==> src/rtl/dac_wave_sequencer.sv <==
// ============================================================================
// Module      : dac_wave_sequencer
// Description : Plays an index range of a host-written waveform table into
//               the DAC sample FIFO, adding a saturating signed offset.
// Revision    : 1.0 - initial release
// ============================================================================
`default_nettype none

module dac_wave_sequencer #(
    parameter int TBL_AW = 6
) (
    input  logic              clk,
    input  logic              rst_n,
    input  logic              tbl_we,
    input  logic [TBL_AW-1:0] tbl_waddr,
    input  logic [9:0]        tbl_wdata,
    input  logic              start,
    input  logic              stop,
    input  logic [TBL_AW-1:0] start_idx,
    input  logic [TBL_AW-1:0] end_idx,
    input  logic [7:0]        reps,
    input  logic [10:0]       offset,
    input  logic              dac_low,
    output logic [9:0]        dac_data,
    output logic              dac_wr,
    output logic              busy,
    output logic              done,
    output logic              err,
    output logic [TBL_AW-1:0] cur_idx
);

    localparam int c_DEPTH = 2 ** TBL_AW;

    typedef enum logic [1:0] {
        c_IDLE  = 2'd0,
        c_FETCH = 2'd1,
        c_PUSH  = 2'd2,
        c_GAP   = 2'd3
    } state_t;

    state_t            r_state;
    logic [9:0]        r_table [0:c_DEPTH-1];
    logic [9:0]        r_sample;
    logic [TBL_AW-1:0] r_start_idx;
    logic [TBL_AW-1:0] r_end_idx;
    logic [10:0]       r_offset;
    logic [7:0]        r_rep_cnt;
    logic [TBL_AW-1:0] r_cur_idx;
    logic              r_done;
    logic              r_err;

    logic [11:0]       w_sum;
    logic [9:0]        w_sat;

    // Table storage has no reset; the fetch read sees the pre-write value
    // when a host write lands on the same edge.
    always_ff @(posedge clk) begin
        if (tbl_we) begin
            r_table[tbl_waddr] <= tbl_wdata;
        end
    end

    always_ff @(posedge clk or negedge rst_n) begin
        if (!rst_n) begin
            r_state     <= c_IDLE;
            r_sample    <= '0;
            r_start_idx <= '0;
            r_end_idx   <= '0;
            r_offset    <= '0;
            r_rep_cnt   <= '0;
            r_cur_idx   <= '0;
            r_done      <= 1'b0;
            r_err       <= 1'b0;
        end else begin
            r_done <= 1'b0;
            r_err  <= 1'b0;
            if (stop && (r_state != c_IDLE)) begin
                r_state <= c_IDLE;
            end else begin
                case (r_state)
                    c_IDLE: begin
                        // stop outranks a coincident start
                        if (start && !stop) begin
                            if (start_idx <= end_idx) begin
                                r_start_idx <= start_idx;
                                r_end_idx   <= end_idx;
                                r_offset    <= offset;
                                r_rep_cnt   <= reps;
                                r_cur_idx   <= start_idx;
                                r_state     <= c_FETCH;
                            end else begin
                                r_err <= 1'b1;
                            end
                        end
                    end
                    c_FETCH: begin
                        if (dac_low) begin
                            r_sample <= r_table[r_cur_idx];
                            r_state  <= c_PUSH;
                        end
                    end
                    c_PUSH: begin
                        if (r_cur_idx != r_end_idx) begin
                            r_cur_idx <= r_cur_idx + 1'b1;
                            r_state   <= c_GAP;
                        end else if (r_rep_cnt == 8'd0) begin
                            r_cur_idx <= r_start_idx;
                            r_state   <= c_GAP;
                        end else if (r_rep_cnt == 8'd1) begin
                            r_done  <= 1'b1;
                            r_state <= c_IDLE;
                        end else begin
                            r_rep_cnt <= r_rep_cnt - 8'd1;
                            r_cur_idx <= r_start_idx;
                            r_state   <= c_GAP;
                        end
                    end
                    c_GAP: begin
                        r_state <= c_FETCH;
                    end
                    default: begin
                        r_state <= c_IDLE;
                    end
                endcase
            end
        end
    end

    // 12-bit two's-complement sum; bit 11 flags negative, bit 10 overflow.
    assign w_sum = {2'b00, r_sample} + {r_offset[10], r_offset};

    always_comb begin
        w_sat = w_sum[9:0];
        if (w_sum[11]) begin
            w_sat = 10'd0;
        end else if (w_sum[10]) begin
            w_sat = 10'h3FF;
        end
    end

    assign dac_data = w_sat;
    assign dac_wr   = (r_state == c_PUSH);
    assign busy     = (r_state != c_IDLE);
    assign done     = r_done;
    assign err      = r_err;
    assign cur_idx  = r_cur_idx;

endmodule

`default_nettype wire

==> config.mk <==
export PLATFORM = sky130hd
export DESIGN_NAME = dac_wave_sequencer
export DESIGN_NICKNAME = d
export VERILOG_FILES = /design/src/rtl/dac_wave_sequencer.sv
export SDC_FILE = /design/constraint.sdc
export NUM_CORES = 1
export LEC_CHECK = 0
export ABC_CLOCK_PERIOD_IN_PS = 3800
export CAP_MARGIN = 10
export CORE_ASPECT_RATIO = 1.25
export CORE_MARGIN = 3
export CORE_UTILIZATION = 47
export DETAILED_ROUTE_END_ITERATION = 8
export DONT_BUFFER_PORTS = 1
export GPL_TIMING_DRIVEN = 0
export PLACE_DENSITY = 0.67
export REMOVE_ABC_BUFFERS = 1
export SETUP_SLACK_MARGIN = 0.05
export SLEW_MARGIN = 25
export SYNTH_ARGS = -nofsm -noshare
export SYNTH_HDL_FRONTEND = slang
export SYNTH_SLANG_ARGS = --single-unit
==> constraint.sdc <==
create_clock -name clk -period 3.8 [get_ports clk]
set_input_delay 0.57 -clock clk [delete_from_list [all_inputs] [get_ports clk]]
set_output_delay 0.57 -clock clk [all_outputs]
set_load 0.005 [all_outputs]
; Yosys cells after proc, flatten, opt, wreduce, memory -nomap -nowiden
; Memory sizes are Yosys's and may differ from the RTL's. A register that Yosys moved wholly into a read port is not among the register bits.
; Cells that the tools add are included.
[totals]
ram_bits = 640
output_inout_bits = 20
memories = 1
reg_bits = 41
in_bits = 53
wordCells = 74
[memory_table]
columns = memory, depth, word_bits, read_ports, rd_ports_with_merged_regs, wr, line
row1 = r_table, 64, 10, 1, 1, 1, 42  ; logic [9:0] r_table [0:c_DEPTH-1];
[classes]
n_addsub = 3
bitwise_logic = 1
eq_ne = 14
magnitude_cmp = 1
n_reduce_logical = 13
mux = 33
[op_table]
columns = operator, n
row1 = two-way mux 8 bit, 5
row2 = two-way mux 6 bit, 5
row3 = two-way mux 10 bit, 2
row4 = case mux 8 bit (2 select lines), 1
row5 = two-way mux 2 bit, 7
row6 = adder 11 x 11 -> 12 bit, 1
row7 = case mux 6 bit (2 select lines), 1
row8 = two-way mux 1 bit, 11
row9 = != test 2 bit (second input constant), 5
row10 = != test 3 bit (second input constant), 3
row11 = equality test 8 x 1 -> 1 bit (second input constant), 1
row12 = zero test 8 bit, 1
row13 = case mux 2 bit (4 select lines), 1
row14 = subtractor 8 x 1 -> 8 bit (second input constant), 1
row15 = AND reduction 7 bit, 1
row16 = adder 6 x 1 -> 6 bit (second input constant), 1
row17 = less-or-equal comparator 6 bit, 1
row18 = != test 6 bit, 1
row19 = AND reduction 3 bit, 2
row20 = AND reduction 5 bit, 1
row21 = equality test 2 bit (second input constant), 2
row22 = != test 4 bit (second input constant), 1
row23 = AND reduction 4 bit, 1
row24 = nonzero test 2 bit, 2
row25 = other kinds (5), 7

; Depth between registers and ports, before layout
[depth]
word_depth = 6
mapped_depth = 11
ltp_nobuf = 9

; Worst setup path before layout
; Ideal clock, no wire load.
[synth_timing]
path_kind = reg2out
start = register r_sample[0] (read register of r_table)
end = output port dac_data[2]
stages_incl_launch_ff = 10
arrival_time_ns = 2.320
n_path_buf = 0
slack_ns = 0.910
required_time_ns = 3.230
cell_sequence = dfrtp_1 ha_1 fa_1 a211oi_1 o21bai_1 a21oi_1 o21ai_0 a21oi_1 xnor2_1 o21a_1
[synth_via]
elab_chain_cells = 3
[synth_rtl]
columns = item, line
row1 = "start, declared", 43  ; logic [9:0] r_sample;
row2 = adder 11 x 11 -> 12 bit (*), 130  ; assign w_sum = {2'b00, r_sample} + {r_offset[10], r_offset};
row3 = two-way mux 10 bit, 136  ; end else if (w_sum[10]) begin
row4 = two-way mux 10 bit (*), 134  ; if (w_sum[11]) begin
row5 = "end, declared", 24  ; output logic [9:0] dac_data,
; Mark *: on every way between the ends. The rest lies on a longest branch, timed or not.

; Final worst setup path
; Ends and elaborated chain as after synthesis.

==> reports/metrics.cfg <==
[run_status]
run_status = complete, no violations

[layout]
share_of_layout_cells_above_drive_strength_1_pct = 21.0
num-nets-final = 1549
n_antenna_cell = 0
post-route-cell-area_um2 = 31200
area.growth.synth_to_final_pct = 12.0
layoutNonFillerInstCount = 2286
final_core_utilization_pct = 53.3

[worst_hold_path]
hold_end = done$_DFF_PN0_
worstHoldStart = stop
worst_hold_path_type = input pin to flop
hold_depth = 1

[yosys]
ys_async_sr_fraction_pct = 7.38
ys.flop_type = edfxtp_1
synth_seq_cells = 691
yosysWarningCount = 0
post_synth_instance_area_um2 = 27900
yosys.cell_types.count = 51
synthesis.area_per_instance_um2 = 19.2
yosysSeqAreaShare_pct = 73.5
synth_enable_flop_cells = 640
synthCells = 1456

[grt]
first_global_vias = 14300
grt_util_all_layers_pct = 19.7
grt_pass1_wl_um = 91100
total_overflow_reported_by_the_global_router = 0
grt_antenna_before_repair = 0
largest_net_degree_at_the_start_of_global_routing = 65

[place]
detailedPlacementHpwl_um = 37000
numPortBuffers = 0
dp_slack_ns = 0.429
gpl.final_weighted_congestion = 0.802
dp.cells = 2154
placedInstanceArea_um2 = 28800

[critical_path]
critical_path.most_common_cell = a21oi_2
critical_path_required_ns = 3.23
worst_path_dominant_cell_family = compound AO/OA/AOI/OAI gates
timing.critical_path.buf_inv = 0
worstRegToRegCells = 8
worstReg2RegEnd = r_sample[4]$_DFFE_PN0P_
max_stage_delay_ns = 0.42
worst-path-max-fanout = 10
timing.critical_path.to_type = output port
regToRegSetupSlack_ns = 0.44
critical_path.reg2reg.startpoint = cur_idx[0]$_DFFE_PN0P_
cell_chain_critical_path = ha_1 > fa_2 > a211oi_1 > o21bai_1 > a21oi_2 > o21ai_0 > a21oi_2 > xnor2_4 > o21a_1
critPathSlowestCell = dfrtp_1
start_kind = flop
criticalPathCategory = flop to output port
timing.critical_path.arrival_ns = 2.98

[pwr]
power.share.switching_pct = 28.8
switchingPower_mw = 6.28
vdd_drop_max_mv = 0.440
p_per_area_nw_per_um2 = 699
power.static_leakage_nw = 10.1
internal-power_mw = 15.6
p_comb_share_pct = 27.0
clock_power_share_pct = 31.4
sequentialPowerShare_pct = 41.5

[clock_tree]
ctsHtreeMaxLevel = 3
cts_sinks = 691
clk_pin_slew_ns = 0.06
clk_root_buffer_cell = clkbuf_16
clock_path_buffers = 3
clock_latency_ns = 0.60
cts_inserted_buffers = 70
cts_tree = built

[route]
post_drt_via_cell_ratio = 5.98
drtIter0Drc = 1221
vias_after_detailed_routing = 13700
routed_wire_length_per_instance_um = 26.4
first_pass_iters = 5
final_antenna_net_count = 0
route.detailed.drc = 0
routed_wirelength_um = 60200

[floorplanning]
design.core.area_um2 = 58600
ios = 73
start_util_pct = 47.6
chipHeight_um = 278
die-width_um = 224
placementRows = 99
die_footprint_um2 = 62300

[sta]
final_min_period_over_clock_period_pct = 93.5
layout_setup_ws_ns = 0.247
fmaxAchievable_mhz = 281
setup_repair_after_global_routing_missed_its_margin = false
slew_headroom_pct = 30.6
total_negative_slack_ns = 0
hold_violations = 0
worst_slew_pin_slew_ns = 1.04
finalCriticalPeriod_ns = 3.55
setup-violations-final = 0
fin_worst_skew_ns = 0.0210
slew_violations = 0

[run]
timing.max_cap.violations = 0

## stage by stage
| stage | hold slack [ns] | total power, mW |
|---|---|---|
| detailed placement | 0.277 | 15.1 |
| floorplan | 0.274 | 13.0 |
| CTS | 0.0284 | 22.0 |
| global placement | 0.276 | 14.0 |
| finish | 0.0577 | 21.8 |
| global route | 0.0395 | 22.8 |
## worst register-to-register path: cells and delay by family (launching register included)
kind | cells | cell delay [ns]
simple gates | 1 | 0.10
flops | 1 | 0.43
compound gates | 1 | 0.49
buf+inv | 4 | 1.07
mux | 2 | 1.14
## flip-flops by register name, indices dropped and copies added, names as in the netlist
signal       count
err              1
r_table        640
r_state          2
r_sample        10
r_offset        11
done             1
r_end_idx        6
cur_idx          6
r_start_idx      6
r_rep_cnt        8
## per-layer routing
metal	wire (um)	track usage (%)
met1	23600	25.6
met2	30300	32.4
met3	4540	4.77
met4	1860	7.63
met5	0	0
## area by class of cell
type / count / area [um^2]
Inverter: 21 / 78.8
Sequential cell: 691 / 20500
Fill cell: 4457 / 27300
Clock inverter: 34 / 355
Timing Repair Buffer: 17 / 388
Multi-Input combinational cell: 671 / 7030
Tap cell: 757 / 947
Clock buffer: 95 / 1940
## how the worst max path moves through the flow
| stage | start | to | slack (ns) | cells past startpoint |
|---|---|---|---|---|
| 2_1_floorplan | cur_idx[0]$_DFFE_PN0P_ | cur_idx[0]$_DFFE_PN0P_ | -4.66 | 7 |
| 3_3_place_gp | cur_idx[0]$_DFFE_PN0P_ | cur_idx[0]$_DFFE_PN0P_ | -8.04 | 7 |
| 3_5_place_dp | end_idx[1] | r_rep_cnt[1]$_DFFE_PN0P_ | 0.43 | 9 |
| 4_1_cts | r_sample[0]$_DFFE_PN0P_ | dac_data[2] | 0.1 | 9 |
| 5_1_grt | r_sample[0]$_DFFE_PN0P_ | dac_data[2] | 0.06 | 9 |
| 6_report | r_sample[0]$_DFFE_PN0P_ | dac_data[2] | 0.25 | 9 |
## power by group through the flow
stage | combinational [mW] | clock (mW) | sequential [mW]
final | 5.91 | 6.86 | 9.07
after global routing | 6.38 | 7.31 | 9.11
after CTS | 5.95 | 6.99 | 9.07
after detailed placement | 5.89 | 0 | 9.23
after global placement | 4.17 | 0 | 9.80
after floorplan | 3.54 | 0 | 9.49
## Yosys cell counts (3+ instances only)
| library cell | n | area share, % |
|---|---|---|
| mux2i_1 | 75 | 2.7 |
| xor2_1 | 9 | 0.28 |
| buf_1 | 5 | 0.067 |
| nand4_1 | 7 | 0.16 |
| clkbuf_1 | 22 | 0.30 |
| o221ai_1 | 12 | 0.38 |
| edfxtp_1 | 640 | 69 |
| or2_2 | 3 | 0.067 |
| or3_1 | 4 | 0.090 |
| a32oi_1 | 8 | 0.25 |
| a31oi_1 | 3 | 0.067 |
| a21oi_1 | 37 | 0.66 |
| a211oi_1 | 15 | 0.40 |
| dfrtp_1 | 51 | 4.6 |
| nand3_1 | 19 | 0.34 |
| buf_4 | 8 | 0.22 |
| xnor2_1 | 13 | 0.41 |
| buf_6 | 11 | 0.44 |
| buf_2 | 27 | 0.48 |
| nor2_1 | 82 | 1.1 |
| mux4_2 | 160 | 13 |
| inv_1 | 21 | 0.28 |
| nor3_1 | 4 | 0.072 |
| o21ai_0 | 28 | 0.50 |
| a21o_1 | 4 | 0.11 |
| o21a_1 | 10 | 0.27 |
| o22ai_1 | 10 | 0.22 |
| a22oi_1 | 8 | 0.22 |
| nor2b_1 | 9 | 0.20 |
| nand2_1 | 97 | 1.3 |
| nand3b_1 | 4 | 0.11 |
| ha_1 | 23 | 1.0 |
## what timing repair did
action | CTS | global route
gates resized for setup | 2 | 4
setup buffers | 0 | 1
pin swaps | 0 | 4
hold buffers | 2 | 0
hold endpoints to repair | 51 | 0
setup endpoints to repair | 10 | 10
## cells in the final DEF, fill, tap and decap left out, types with 9 or more instances in the layout
| cell type | count |
|---|---|
| mux2i_1 | 75 |
| buf_16 | 10 |
| xnor2_1 | 12 |
| clkinv_1 | 14 |
| nor2_1 | 54 |
| nand2_1 | 97 |
| a211oi_1 | 15 |
| a21oi_1 | 35 |
| nor2_2 | 28 |
| ha_1 | 23 |
| edfxtp_1 | 640 |
| clkbuf_16 | 74 |
| o21ai_0 | 28 |
| inv_1 | 21 |
| mux4_2 | 160 |
| nand3_1 | 17 |
| dfrtp_1 | 46 |
| o21a_1 | 10 |
| xor2_1 | 9 |
| o22ai_1 | 10 |
| o221ai_1 | 12 |
| clkbuf_1 | 20 |
## cell families (layout without fill, tap and decap cells)
family | count (synthesis) | in the layout | synth area share [%]
AND/OR/NAND/NOR | 241 | 241 | 3.77
multiplexers | 235 | 235 | 15.6
adder cells (fa/ha/maj) | 24 | 24 | 1.10
AO/OA/AOI/OAI | 149 | 149 | 3.55
flip-flops | 691 | 691 | 73.5
buffers and inverters | 94 | 167 | 1.79
XOR/XNOR | 22 | 22 | 0.691
(Power assumes the default switching activity.)
